$ cat src/rtl/mem_dump_tx.sv
// mem_dump_tx: streams a memory range out as a framed byte stream (0xA5, then addr/data pairs)
// Ports: i_clk/i_rst_n clock and async active-low reset; i_start/i_base_addr/i_count dump request;
//        o_mem_rd_en/o_mem_addr/i_mem_rd_data one-cycle-latency memory read port;
//        o_tx_data/o_tx_valid/i_tx_ready byte stream to the UART; o_busy/o_done status.
// Build option: define MEM_DUMP_CHECKSUM_EN to append an XOR checksum byte after the last data byte.
module mem_dump_tx #(
  parameter int MEMORY_DEPTH = 256
) (
  input  logic       i_clk,
  input  logic       i_rst_n,
  input  logic       i_start,
  input  logic [7:0] i_base_addr,
  input  logic [8:0] i_count,
  output logic       o_mem_rd_en,
  output logic [7:0] o_mem_addr,
  input  logic [7:0] i_mem_rd_data,
  output logic [7:0] o_tx_data,
  output logic       o_tx_valid,
  input  logic       i_tx_ready,
  output logic       o_busy,
  output logic       o_done
);
`ifdef MEM_DUMP_CHECKSUM_EN
  typedef enum logic [2:0] {IDLE, SYNC, READ, WAIT, ADDR, DATA, CSUM, FIN} state_t;
`else
  typedef enum logic [2:0] {IDLE, SYNC, READ, WAIT, ADDR, DATA, FIN} state_t;
`endif
  localparam logic [7:0] ADDR_MASK = (MEMORY_DEPTH >= 256) ? 8'hFF : 8'(MEMORY_DEPTH - 1);
  state_t     state_q, state_d;
  logic [7:0] addr_q, addr_d;
  logic [8:0] cnt_q, cnt_d;
  logic [7:0] data_q, data_d;
`ifdef MEM_DUMP_CHECKSUM_EN
  logic [7:0] csum_q, csum_d;
  always_ff @(posedge i_clk or negedge i_rst_n)
    if (!i_rst_n) csum_q <= 8'h00;
    else csum_q <= csum_d;
`endif
  always_ff @(posedge i_clk or negedge i_rst_n) begin
    if (!i_rst_n) begin
      state_q <= IDLE;
      addr_q  <= 8'h00;
      cnt_q   <= 9'd0;
      data_q  <= 8'h00;
    end else begin
      state_q <= state_d;
      addr_q  <= addr_d;
      cnt_q   <= cnt_d;
      data_q  <= data_d;
    end
  end
  // the address counter wraps at 256; only the read port sees the depth mask
  assign o_mem_addr = addr_q & ADDR_MASK;
  always_comb begin
    state_d     = state_q;
    addr_d      = addr_q;
    cnt_d       = cnt_q;
    data_d      = data_q;
`ifdef MEM_DUMP_CHECKSUM_EN
    csum_d      = csum_q;
`endif
    o_tx_valid  = 1'b0;
    o_tx_data   = 8'h00;
    o_mem_rd_en = 1'b0;
    o_done      = 1'b0;
    o_busy      = (state_q != IDLE) && (state_q != FIN);
    case (state_q)
      IDLE: if (i_start) begin
        addr_d  = i_base_addr;
        cnt_d   = i_count;
`ifdef MEM_DUMP_CHECKSUM_EN
        csum_d  = 8'h00;
`endif
        state_d = (i_count == 9'd0) ? FIN : SYNC;
      end
      SYNC: begin
        o_tx_valid = 1'b1;
        o_tx_data  = 8'hA5;
        state_d    = i_tx_ready ? READ : SYNC;
      end
      READ: begin
        o_mem_rd_en = 1'b1;
        state_d     = WAIT;
      end
      WAIT: begin
        data_d  = i_mem_rd_data;
        state_d = ADDR;
      end
      ADDR: begin
        o_tx_valid = 1'b1;
        o_tx_data  = addr_q;
        state_d    = i_tx_ready ? DATA : ADDR;
      end
      DATA: begin
        o_tx_valid = 1'b1;
        o_tx_data  = data_q;
        if (i_tx_ready) begin
          cnt_d  = cnt_q - 9'd1;
          addr_d = addr_q + 8'd1;
`ifdef MEM_DUMP_CHECKSUM_EN
          csum_d  = csum_q ^ addr_q ^ data_q;
          state_d = (cnt_q == 9'd1) ? CSUM : READ;
`else
          state_d = (cnt_q == 9'd1) ? FIN : READ;
`endif
        end
      end
`ifdef MEM_DUMP_CHECKSUM_EN
      CSUM: begin
        o_tx_valid = 1'b1;
        o_tx_data  = csum_q;
        state_d    = i_tx_ready ? FIN : CSUM;
      end
`endif
      FIN: begin
        o_done  = 1'b1;
        state_d = IDLE;
      end
      default: state_d = IDLE;
    endcase
  end
endmodule

$ cat config.mk
export PLATFORM = sky130hd
export DESIGN_NAME = mem_dump_tx
export DESIGN_NICKNAME = d
export VERILOG_FILES = /design/src/rtl/mem_dump_tx.sv
export SDC_FILE = /design/constraint.sdc
export NUM_CORES = 1
export LEC_CHECK = 0
export CORE_MARGIN = 4
export CORE_UTILIZATION = 33
export CTS_CLUSTER_DIAMETER = 60
export CTS_CLUSTER_SIZE = 24
export DETAILED_ROUTE_END_ITERATION = 6
export SLEW_MARGIN = 20
export SYNTH_ARGS = -nofsm -noshare
export SYNTH_HDL_FRONTEND = slang
export SYNTH_SLANG_ARGS = --single-unit
$ cat constraint.sdc
create_clock -name i_clk -period 5 [get_ports i_clk]
set_clock_uncertainty 0.1 [all_clocks]
set_input_delay 1 -clock i_clk [delete_from_list [all_inputs] [get_ports i_clk]]
set_output_delay 1 -clock i_clk [all_outputs]
set_load 0.05 [all_outputs]
* Word level (Yosys, flattened, before mapping)
Index checks and enable logic that the tools add are counted.
** Operators by class
- Shift-type cells :: 0
- Divide/modulo/power cells :: 0
- Muxes and demuxes :: 17
- Eq/ne operators :: 10
- Multiply operators :: 0
- Reduce and logical (&&, ||, !) cells :: 8
- Bitwise gates (word level) :: 0
- Order comparisons :: 0
- Add/sub/neg operators :: 2
** Operators by type and width (count)
- 8-bit case mux with 3 select lines :: 1
- 9-bit two-way mux :: 2
- 3-bit case mux with 6 select lines :: 1
- 9-bit case mux with 2 select lines :: 1
- 8-bit two-way mux :: 2
- 8-bit case mux with 2 select lines :: 1
- 3-bit two-way mux :: 4
- 3-bit == test (second input constant) :: 3
- 9-bit by 1-bit == test with 1-bit output (second input constant) :: 1
- 9-bit logical NOT :: 1
- 9-bit by 1-bit subtractor with 9-bit output (second input constant) :: 1
- 8-bit by 1-bit adder with 8-bit output (second input constant) :: 1
- 3-bit by 2-bit == test with 1-bit output (second input constant) :: 2
- 1-bit two-way mux :: 4
- 2-bit inequality test (second input constant) :: 2
- 3-bit by 1-bit == test with 1-bit output (second input constant) :: 1
- 3-bit logical NOT :: 1
- 3-bit inequality test (second input constant) :: 1
- 3-bit AND reduction :: 1
- 3-bit nonzero test :: 1
- 3-bit OR reduction :: 1
- 2-bit two-way mux :: 1
- 2-bit AND reduction :: 1
- 2-bit nonzero test :: 1
- 1-bit logical AND :: 1
** Word-level totals
- Output and inout port bits :: 20
- Memory bits (writable) :: 0
- Word-level logic and storage cells :: 41
- Memories :: 0
- Latch bits :: 0
- Input port bits :: 29
- Memory bits (read-only) :: 0
- Flip-flop bits (word level) :: 28

* Longest topological paths before layout
Gate-level depths: netlist (run 1).
- Depth after elaboration :: 4
- Gate-level depth with buffers :: 7
- Gate-level depth less buffers :: 6

* Worst setup path after synthesis (run 1)
Ideal clock, no wire load.
- Kind :: register to output
- Start :: reg state_q[0]
- End :: out o_tx_data[5]
- Data required time :: 3.900 ns
- Data arrival time :: 2.087 ns
- Stages on the path, launching flop included :: 5
- Path buffers :: 2
- Slack :: 1.813 ns
- Cell sequence :: dfrtp_1 > buf_1 > buf_2 > a21oi_1 > nor3_1
** On the way
- Word-level cells in the longest chain between the ends :: 2
- Elaborated cells on any way between the ends :: 4
- Those cells by class :: 3 x eq/ne; 1 x mux
** RTL lines
- from (decl) :: RTL line 29 : state_t state_q, state_d;
- from (signal assigned) :: RTL line 46 : state_q <= state_d;
- 3-bit == test or 3-bit by 1-bit == test with 1-bit output (tied branches) :: RTL line 67 : case (state_q)
- 8-bit case mux with 3 select lines (*) :: RTL line 67
- to (decl) :: RTL line 17 : output logic [7:0] o_tx_data,
Mark *: on every way between the ends. The rest lies on a longest branch, timed or not.

* Final worst setup path (run 1)
- Start :: reg state_q[0]
- End :: out o_tx_data[0]
Same word-level chain as after synthesis.

==> qor.yml, run 1 <==
run_status:
  outcome: "finished clean"
cts:
  clkSinkCount: 28
  post_cts_resized: 0
  cts.reportedPaths.clkPinSlew_ns: 0.10
  htreeDepth: 1
  ctsHoldBuffers: 0
  clock-root-buffer: "clkbuf_8"
  clockBufferDepth: 2
  clk_latency_ns: 0.28
  numCtsBuffers: 3
  cts_tree: "built"
  post_cts_buffers: 0
floorplanning:
  die_w_um: 80.9
  rows: 26
  die_h_um: 80.9
  initial_utilization: 0.341
  dieArea_mm2: 0.00654
  io_pins: 49
  fp.coreArea_mm2: 0.00514
critical_path:
  cp-start-kind: "flop"
  crit_type: "flop to primary output"
  crit_path_end_kind: "primary output"
  worstPathRequired_ns: 3.90
  path_max_fanout: 23
  r2r_cells: 4
  crit_arrival_ns: 2.37
synth:
  syn_area_mm2: 0.00175
  ys_warn_count: 0
  synth.distinct_cells: 45
  synth_edf_count: 0
  ys_ff_latch: 28
  ys.flop_type: "dfrtp_1"
  syn_area_per_cell_um2: 9.13
  ys_seq_area_frac: 0.400
  async_flop_share: 1.00
  synth_fp_nets: 224
  syn_inst: 192
global_route:
  overflow: 0
  grt_max_degree: 29
  grt_pass1_vias: 1495
  grt_pass1_wl_um: 7390
  antenna_found_initial: 0
  track_usage: 0.145
min_path:
  min_path_type: "flop to flop"
  hold_depth: 1
detailed_routing:
  detail-route-antenna-nets: 0
  via_count: 1554
  post_drt_wl_per_cell_um: 15.2
  postRouteWirelength_um: 4560
  drtIter0Drc: 113
  drt-pass1-iter-count: 4
  drcViolationCount: 0
  avgViaCountPerCell: 5.16
cells_and_area:
  fillCellCount: 536
  fin_util: 0.453
  mostFrequentLayoutCells: "48 x clkdlybuf4s50_1, 28 x dfrtp_1, 20 x nor2_1"
  drive_gt1_frac: 0.108
  fin_nets: 264
  mostFrequentLayoutCell: "clkdlybuf4s50_1"
  insertedDiodeCount: 0
  syn_to_final_growth_pct: 32.8
sta:
  finalHoldViolations: 0
  hold_slack_ns: 0.414
  drv_slew: 0
  fmax_ghz: 0.288
  final.setup.tns_ns: 0
  finalCritPeriodShare: 0.694
  relSlewSlack: 0.459
  min_period_ns: 3.47
  finalSetupViolations: 0
  tightest_slew_ns: 0.812
  rsz0062_at_grt: "false"
placement:
  routabilityCongestion: 0.729
  hpwl_um: 3270
  port_buffers: 48
job:
  maxCapViolCount: 0
pwr:
  powerDensity_mw_per_mm2: 698
  ir_drop_uv: 414
  power_w: 0.00163
  power.leakage_nw: 0.906
worst max-delay path, stage by stage (launching register included):
cell and delay (ns):
dfrtp_1 0.86, o21ai_0 0.23, a21oi_1 0.19, clkdlybuf4s50_1 0.82
kinds of logic (layout without fill, tap and decap cells):
logic type | count (synthesis) | in the layout | synth area share
AO/OA/AOI/OAI | 64 | 64 | 0.245
AND/OR/NAND/NOR | 62 | 62 | 0.189
flip-flops | 28 | 28 | 0.400
buffers and inverters | 20 | 59 | 0.0535
multiplexers | 15 | 15 | 0.0914
adder cells (fa/ha/maj) | 3 | 3 | 0.0214
path summary, 6_finish.rpt:
path,start,end,slack [ns]
max,state_q[0],o_tx_data[0],1.53
min,data_q[0],data_q[0],0.41
max reg2reg,state_q[0],cnt_q[7],2.61
min reg2reg,data_q[0],data_q[0],0.41
max in group asynchronous,i_rst_n,cnt_q[2],3.54
min in group asynchronous,i_rst_n,cnt_q[6],0.99
layer usage:
layer | vias up | global-route usage | share of wire
met5 | - | 0 | 0
met2 | 31 | 0.241 | 0.49
met1 | 741 | 0.191 | 0.45
li1 | 778 | - | -
met4 | 0 | 0.0473 | 0.012
met3 | 4 | 0.0255 | 0.048
cells in the mapped netlist (2+ instances only):
cell | count | share of area
a21o_1 | 2 | 0.0086
a21oi_1 | 14 | 0.040
a21oi_2 | 4 | 0.020
a22oi_1 | 2 | 0.0086
a2bb2oi_1 | 3 | 0.015
a2bb2oi_2 | 3 | 0.026
a31oi_1 | 2 | 0.0071
a32oi_1 | 2 | 0.010
buf_2 | 6 | 0.017
clkbuf_1 | 5 | 0.011
dfrtp_1 | 28 | 0.40
ha_1 | 3 | 0.021
inv_1 | 6 | 0.013
mux2_2 | 8 | 0.051
mux2i_1 | 7 | 0.040
nand2_1 | 13 | 0.028
nand2b_1 | 2 | 0.0071
nand3_1 | 5 | 0.014
nand3b_1 | 2 | 0.0086
nor2_1 | 20 | 0.043
nor3_1 | 6 | 0.017
o21ai_0 | 8 | 0.023
o21ai_1 | 15 | 0.043
o22ai_1 | 3 | 0.011
or3_1 | 2 | 0.0071
or4_1 | 2 | 0.0086
cell type report:
type,count,area [um^2],share of cell area
Multi-Input combinational cell,144,958,0.412
Clock buffer,3,41.3,0.0177
Tap cell,70,87.6,0.0376
Timing Repair Buffer,49,488,0.210
Sequential cell,28,701,0.301
Clock inverter,1,30.0,0.0129
Inverter,6,22.5,0.00967
stage by stage:
| step | std cells | area (um^2) | setup WS (ns) |
|---|---|---|---|
| floorplan | 192 | 1750 | 1.81 |
| global placement | 297 | 2260 | 1.88 |
| detailed placement | 297 | 2260 | 1.81 |
| CTS | 301 | 2330 | 1.49 |
| global route | 301 | 2330 | 1.32 |
| finish | 301 | 2330 | 1.53 |
sequential cells by signal (all words and copies together) (netlist names):
signal	flops
cnt_q	9
data_q	8
o_mem_addr	8
state_q	3
report_power, final:
group	switching (W)	internal, W	total [W]
clock	0.0000753	0.000107	0.000183
sequential	0.000167	0.000337	0.000504
combinational	0.000566	0.000374	0.000940
No activity file was read; power rests on OpenSTA's default activity.
==> run 2: changes to the inputs <==
clock period = 3.64 ns   (was 5 ns; I/O delays follow)
==> run 2 against run 1 <==
Effect of this change:
- combinational power increased by 38%
- utilization decreased by 0.44 points
- cell area decreased by 0.97%
- via count increased by 1.9%
- final cell count unchanged
- first-iteration DRC count decreased by 43%
- critical path type unchanged
- largest cell class unchanged
- sequential share of layout area increased by 0.29 points
- sequential power increased by 37%
- global-route usage decreased by 0.67 points
- clock power decreased by 10%
==> qor.yml, run 2 (synthesized netlist as in run 1, its figures left out) <==
cells_and_area:
  regMostFlops: "cnt_q"  # unchanged
  mostFrequentLayoutCells: "48 x clkdlybuf4s50_1, 28 x dfrtp_1, 20 x nor2_1"  # unchanged
  multi_input_area_um2: 958  # unchanged
  insertedDiodeCount: 0  # unchanged
  fin_nets: 265  # was 264
  largest_reg_flops: 9  # unchanged
  fin_area_mm2: 0.00231  # was 0.00233 mm^2
  mostFrequentLayoutCell: "clkdlybuf4s50_1"  # unchanged
  fin_util: 0.449  # was 0.453
  syn_to_final_growth_pct: 31.5  # was 32.8%
  fillCellCount: 538  # was 536
  drive_gt1_frac: 0.108  # unchanged
  regArea_um2: 701  # unchanged
min_path:
  hold_depth: 1  # unchanged
  min_path_type: "flop to flop"  # unchanged
sta:
  finalSetupViolations: 0  # unchanged
  tightest_slew_ns: 0.821  # was 0.812 ns
  fmax_ghz: 0.316
  min_period_ns: 3.17
  rsz0062_at_grt: "false"  # unchanged
  final.setup.tns_ns: 0  # unchanged
  finalHoldViolations: 0  # unchanged
  relSlewSlack: 0.453  # was 0.459
  drv_slew: 0  # unchanged
  worst_slack_ns: 0.474  # was 1.53 ns
  finalCritPeriodShare: 0.870
critical_path:
  path_cells: "a21oi_1 > a311oi_1 > clkdlybuf4s50_1"  # was o21ai_0 > a21oi_1 > clkdlybuf4s50_1
  crit_path_max_incr_delay_ns: 0.85  # was 0.86 ns
  crit_type: "flop to primary output"  # unchanged
  critical_path.top_delay_family: "flip-flops"  # unchanged
  path_max_fanout: 23  # unchanged
  cp-start-kind: "flop"  # unchanged
  crit_arrival_ns: 2.34  # was 2.37 ns
  r2r_cells: 4  # unchanged
  worstPathRequired_ns: 2.81  # was 3.90 ns
  path_depth: 3  # unchanged
  crit_path_end_kind: "primary output"  # unchanged
  worst-path-buf-inv: 1  # unchanged
  cp_slowest_cell: "dfrtp_1"  # unchanged
cts:
  cts_tree: "built"  # unchanged
  clk_latency_ns: 0.26  # was 0.28 ns
  cts.reportedPaths.clkPinSlew_ns: 0.09  # was 0.10 ns
  post_cts_resized: 0  # unchanged
  clockBufferDepth: 2  # unchanged
  post_cts_buffers: 0  # unchanged
  ctsHoldBuffers: 0  # unchanged
  htreeDepth: 1  # unchanged
  numCtsBuffers: 3  # unchanged
  clock-root-buffer: "clkbuf_8"  # unchanged
  clkSinkCount: 28  # unchanged
pwr:
  powerDensity_mw_per_mm2: 932  # was 698 mW/mm^2
  ir_drop_uv: 530  # was 414 uV
  power.leakage_nw: 0.897  # was 0.906 nW
detailed_routing:
  avgViaCountPerCell: 5.26  # was 5.16
  drcViolationCount: 0  # unchanged
  drt-pass1-iter-count: 4  # unchanged
  drtIter0Drc: 64  # was 113
  detail-route-antenna-nets: 0  # unchanged
  via_count: 1583  # was 1554
  post_drt_wl_per_cell_um: 14.5  # was 15.2 um
  postRouteWirelength_um: 4360  # was 4560 um
job:
  maxCapViolCount: 0  # unchanged
global_route:
  track_usage: 0.138  # was 0.145
  grt_pass1_wl_um: 7080  # was 7390 um
  grt_max_degree: 29  # unchanged
  overflow: 0  # unchanged
  antenna_found_initial: 0  # unchanged
  grt_pass1_vias: 1441  # was 1495
placement:
  routabilityCongestion: 0.735  # was 0.729
  hpwl_um: 3210  # was 3270 um
  port_buffers: 48  # unchanged
  dpl_worst_slack_ns: 0.760  # was 1.81 ns
  place_area_mm2: 0.00226  # about the same
floorplanning:
  io_pins: 49  # unchanged
  die_h_um: 80.9  # unchanged
  fp.coreArea_mm2: 0.00514  # unchanged
  die_w_um: 80.9  # unchanged
  rows: 26  # unchanged
  initial_utilization: 0.341  # unchanged
  dieArea_mm2: 0.00654  # unchanged
run_status:
  outcome: "finished clean"  # unchanged
run 2: changes by cell type in the layout (fill, tap and decap cells not counted):
cell | before | now
buf_4 | 1 | 2
bufinv_16 | 1 | 0
run 2: final cells by class:
class,count,area share
Clock buffer,3,0.0179
Tap cell,70,0.0380
Multi-Input combinational cell,144,0.416
Inverter,6,0.00977
Timing Repair Buffer,50,0.215
Sequential cell,28,0.304
run 2: power breakdown:
group	internal (W)	switching, W
clock network	0.0000741	0.0000902
logic	0.000519	0.000776
registers	0.000464	0.000226
total	0.00106	0.00109
run 2: final timing paths:
| check | startpoint | to | slack (ns) |
|---|---|---|---|
| max reg2reg | state_q[0] | cnt_q[4] | 1.24 |
| max | state_q[0] | o_tx_data[7] | 0.47 |
| min | data_q[7] | data_q[7] | 0.41 |
| min reg2reg | data_q[7] | data_q[7] | 0.41 |
| max in group asynchronous | i_rst_n | o_mem_addr[7] | 2.44 |
| min in group asynchronous | i_rst_n | cnt_q[6] | 0.73 |
run 2: through the flow:
| step | hold WS (ns) | power (W) | cells |
|---|---|---|---|
| 2_1_floorplan | 0.332 | 0.00162 | 192 |
| 3_3_place_gp | 0.389 | 0.00199 | 298 |
| 3_5_place_dp | 0.393 | 0.00200 | 298 |
| 4_1_cts | 0.415 | 0.00217 | 301 |
| 5_1_grt | 0.435 | 0.00230 | 301 |
| 6_report | 0.410 | 0.00215 | 301 |
run 2: routing by layer:
layer	track usage	vias up	part of all wire
li1	-	785	-
met1	0.198	762	0.47
met2	0.218	32	0.48
met3	0.0188	4	0.036
met4	0.0405	0	0.0099
met5	0	-	0
==> run 3: changes to the inputs <==
ABC_AREA = 1   (was unset)
DONT_BUFFER_PORTS = 1   (was unset)
==> run 3 against run 2 <==
Effect of this change:
- fmax is 18% higher
- first-iteration DRC count is 38% higher
- hold slack worse by 0.38 ns
- synthesized cell count is 41% higher
- sequential power is 12% higher
- non-clock buffer count is 42 lower
- utilization is 7.8 points lower
- final cell count is 15% higher
- worst setup slack better by 0.48 ns
- critical path type unchanged
- area after synthesis is 10% higher
- critical path depth is 1 higher
==> qor.yml, run 3 <==
cts:
  clock-root-buffer: "clkbuf_8"  # unchanged
  cts.reportedPaths.clkPinSlew_ns: 0.10  # was 0.09 ns
  post_cts_buffers: 0  # unchanged
  numCtsBuffers: 3  # unchanged
  clkSinkCount: 28  # unchanged
  htreeDepth: 1  # unchanged
  ctsHoldBuffers: 0  # unchanged
  cts_tree: "built"  # unchanged
  clockBufferDepth: 2  # unchanged
  clk_latency_ns: 0.27  # was 0.26 ns
  post_cts_resized: 0  # unchanged
cells_and_area:
  fillCellCount: 613  # was 538
  mostFrequentLayoutCells: "82 x nand2_1, 34 x inv_1, 28 x dfrtp_1"  # was 48 x clkdlybuf4s50_1, 28 x dfrtp_1, 20 x nor2_1
  syn_to_final_growth_pct: 7.50  # was 31.5%
  final_cells: 347  # was 301
  mostFrequentLayoutCell: "nand2_1"  # was clkdlybuf4s50_1
  insertedDiodeCount: 0  # unchanged
  regArea_um2: 701  # unchanged
  fin_nets: 309  # was 265
  largest_reg_flops: 9  # unchanged
  drive_gt1_frac: 0.171  # was 0.108
  multi_input_area_mm2: 0.00104  # was 958 um^2
  regMostFlops: "cnt_q"  # unchanged
placement:
  routabilityCongestion: 0.834  # was 0.735
  hpwl_um: 3620  # was 3210 um
  placed_cells: 344  # was 298
  port_buffers: 0  # was 48
synth:
  syn_inst: 270  # was 192
  synth_top_area_frac: 0.362  # was 0.400
  synth_fp_nets: 302  # was 224
  yosysMostFrequentCell: "nand2_1"  # was dfrtp_1
  ys.flop_type: "dfrtp_1"  # unchanged
  syn_area_per_cell_um2: 7.17  # was 9.13 um^2
  syn_area_mm2: 0.00194  # was 0.00175 mm^2
  synth.distinct_cells: 29  # was 45
  ys_seq_area_frac: 0.362  # was 0.400
  synth_edf_count: 0  # unchanged
  synth_top_area_cell: "dfrtp_1"  # unchanged
  synthTopCellsByCount: "82 x nand2_1, 34 x inv_1, 28 x dfrtp_1, 23 x nand3_1, 22 x nor2_1"  # was 28 x dfrtp_1, 20 x nor2_1, 15 x o21ai_1, 14 x a21oi_1, 13 x nand2_1
  ys_warn_count: 0  # unchanged
  synth_area_leaders: "dfrtp_1 36%, nand2_1 16%, inv_1 6.6%"  # was dfrtp_1 40%, mux2_2 5.1%, nor2_1 4.3%
  ys_ff_latch: 28  # unchanged
  async_flop_share: 1.00  # unchanged
global_route:
  antenna_found_initial: 0  # unchanged
  grt_max_degree: 29  # unchanged
  grt_pass1_vias: 1532  # was 1441
  grt.met2_usage: 0.219  # was 0.218
  grt-busiest-layer: "met2"  # unchanged
  grtUsageMet3: 0.0343  # was 0.0188
  grt_pass1_wl_um: 7770  # was 7080 um
  overflow: 0  # unchanged
  grt_use_met1: 0.178  # was 0.198
  track_usage: 0.132  # was 0.138
pwr:
  power.leakage_nw: 1.05  # was 0.897 nW
  power_w: 0.00222  # was 0.00215 W
  powerDensity_mw_per_mm2: 1070  # was 932 mW/mm^2
  ir_drop_uv: 533  # was 530 uV
job:
  maxCapViolCount: 0  # unchanged
floorplanning:
  fp.coreArea_mm2: 0.00561  # was 0.00514 mm^2
  die_h_um: 84.6  # was 80.9 um
  dieArea_mm2: 0.00715  # was 0.00654 mm^2
  die_w_um: 84.6  # was 80.9 um
  rows: 27  # was 26
  initial_utilization: 0.345  # was 0.341
  io_pins: 49  # unchanged
critical_path:
  r2r_slack_ns: 1.72  # was 1.24 ns
  cp-start-kind: "flop"  # unchanged
  crit_path_end_kind: "primary output"  # unchanged
  worstPathRequired_ns: 2.81  # about the same
  crit_arrival_ns: 1.86  # was 2.34 ns
  path_max_fanout: 26  # was 23
  crit_type: "flop to primary output"  # unchanged
detailed_routing:
  post_drt_wl_per_cell_um: 13.6  # was 14.5 um
  avgViaCountPerCell: 4.89  # was 5.26
  detail-route-antenna-nets: 0  # unchanged
  drcViolationCount: 0  # unchanged
  drtIter0Drc: 88  # was 64
  via_count: 1698  # was 1583
  postRouteWirelength_um: 4730  # was 4360 um
  drt-pass1-iter-count: 4  # unchanged
sta:
  relSlewSlack: 0.361  # was 0.453
  final.setup.tns_ns: 0  # unchanged
  drv_slew: 0  # unchanged
  rsz0062_at_grt: "false"  # unchanged
  finalHoldViolations: 0  # unchanged
  tightest_slew_ns: 0.952  # was 0.821 ns
  fmax_ghz: 0.372  # was 0.316 GHz
  finalSetupViolations: 0  # unchanged
  finalCritPeriodShare: 0.738  # was 0.870
  min_period_ns: 2.68  # was 3.17 ns
min_path:
  min_path_type: "input pin to async pin"  # was flop to flop
run_status:
  outcome: "finished clean"  # unchanged
## run 3: worst paths after layout
| check | start | endpoint | cells past startpoint |
|---|---|---|---|
| worst max-delay path | state_q[1] | o_tx_data[1] | 4 |
| worst min-delay path | i_rst_n | cnt_q[3] | 0 |
| worst max register to register | state_q[1] | o_mem_addr[4] | 8 |
| worst min register to register | data_q[7] | data_q[7] | 1 |
| max in group asynchronous | i_rst_n | data_q[6] | 0 |
| min in group i_clk | data_q[7] | data_q[7] | 1 |
## run 3: cell families after synthesis
logic type / synth area share
flip-flops: 0.362
multiplexers: 0.0465
XOR/XNOR: 0.00453
AO/OA/AOI/OAI: 0.0989
buffers and inverters: 0.103
adder cells (fa/ha/maj): 0.0194
AND/OR/NAND/NOR: 0.366
## run 3: per-stage QoR
step            util  instance area, um^2  hold slack [ns]  setup WS, ns
2_1_floorplan      -                 1940            0.332         0.603
3_3_place_gp   0.364                 2040            0.334          1.27
3_5_place_dp   0.364                 2040            0.334          1.26
4_1_cts        0.371                 2080           0.0263         0.945
5_1_grt        0.371                 2080          0.00636         0.842
6_report       0.371                 2080           0.0314         0.955
## run 3: per-layer routing
metal  vias to the layer above  wire length, um
met5                         -                0
met2                        38             2310
met3                         2              316
met4                         0               25
met1                       787             2070
li1                        871                -
## run 3: critical path: stages, from the launching register on
cell     delay (ns)
dfrtp_1        0.46
inv_2          0.13
nand3_4        0.19
inv_4          0.29
a32o_1         0.53
## run 3: power breakdown
part,total (W),switching [W],leakage [nW],internal (W)
sequential,0.000770,0.000300,0.341,0.000470
combinational,0.00128,0.000891,0.688,0.000386
clock,0.000170,0.0000959,0.0216,0.0000743
## run 3: area by class of cell
type	count	share of cell area
Timing Repair Buffer	8	0.0289
Multi-Input combinational cell	198	0.500
Inverter	38	0.0710
Tap cell	72	0.0433
Clock buffer	3	0.0198
Sequential cell	28	0.337
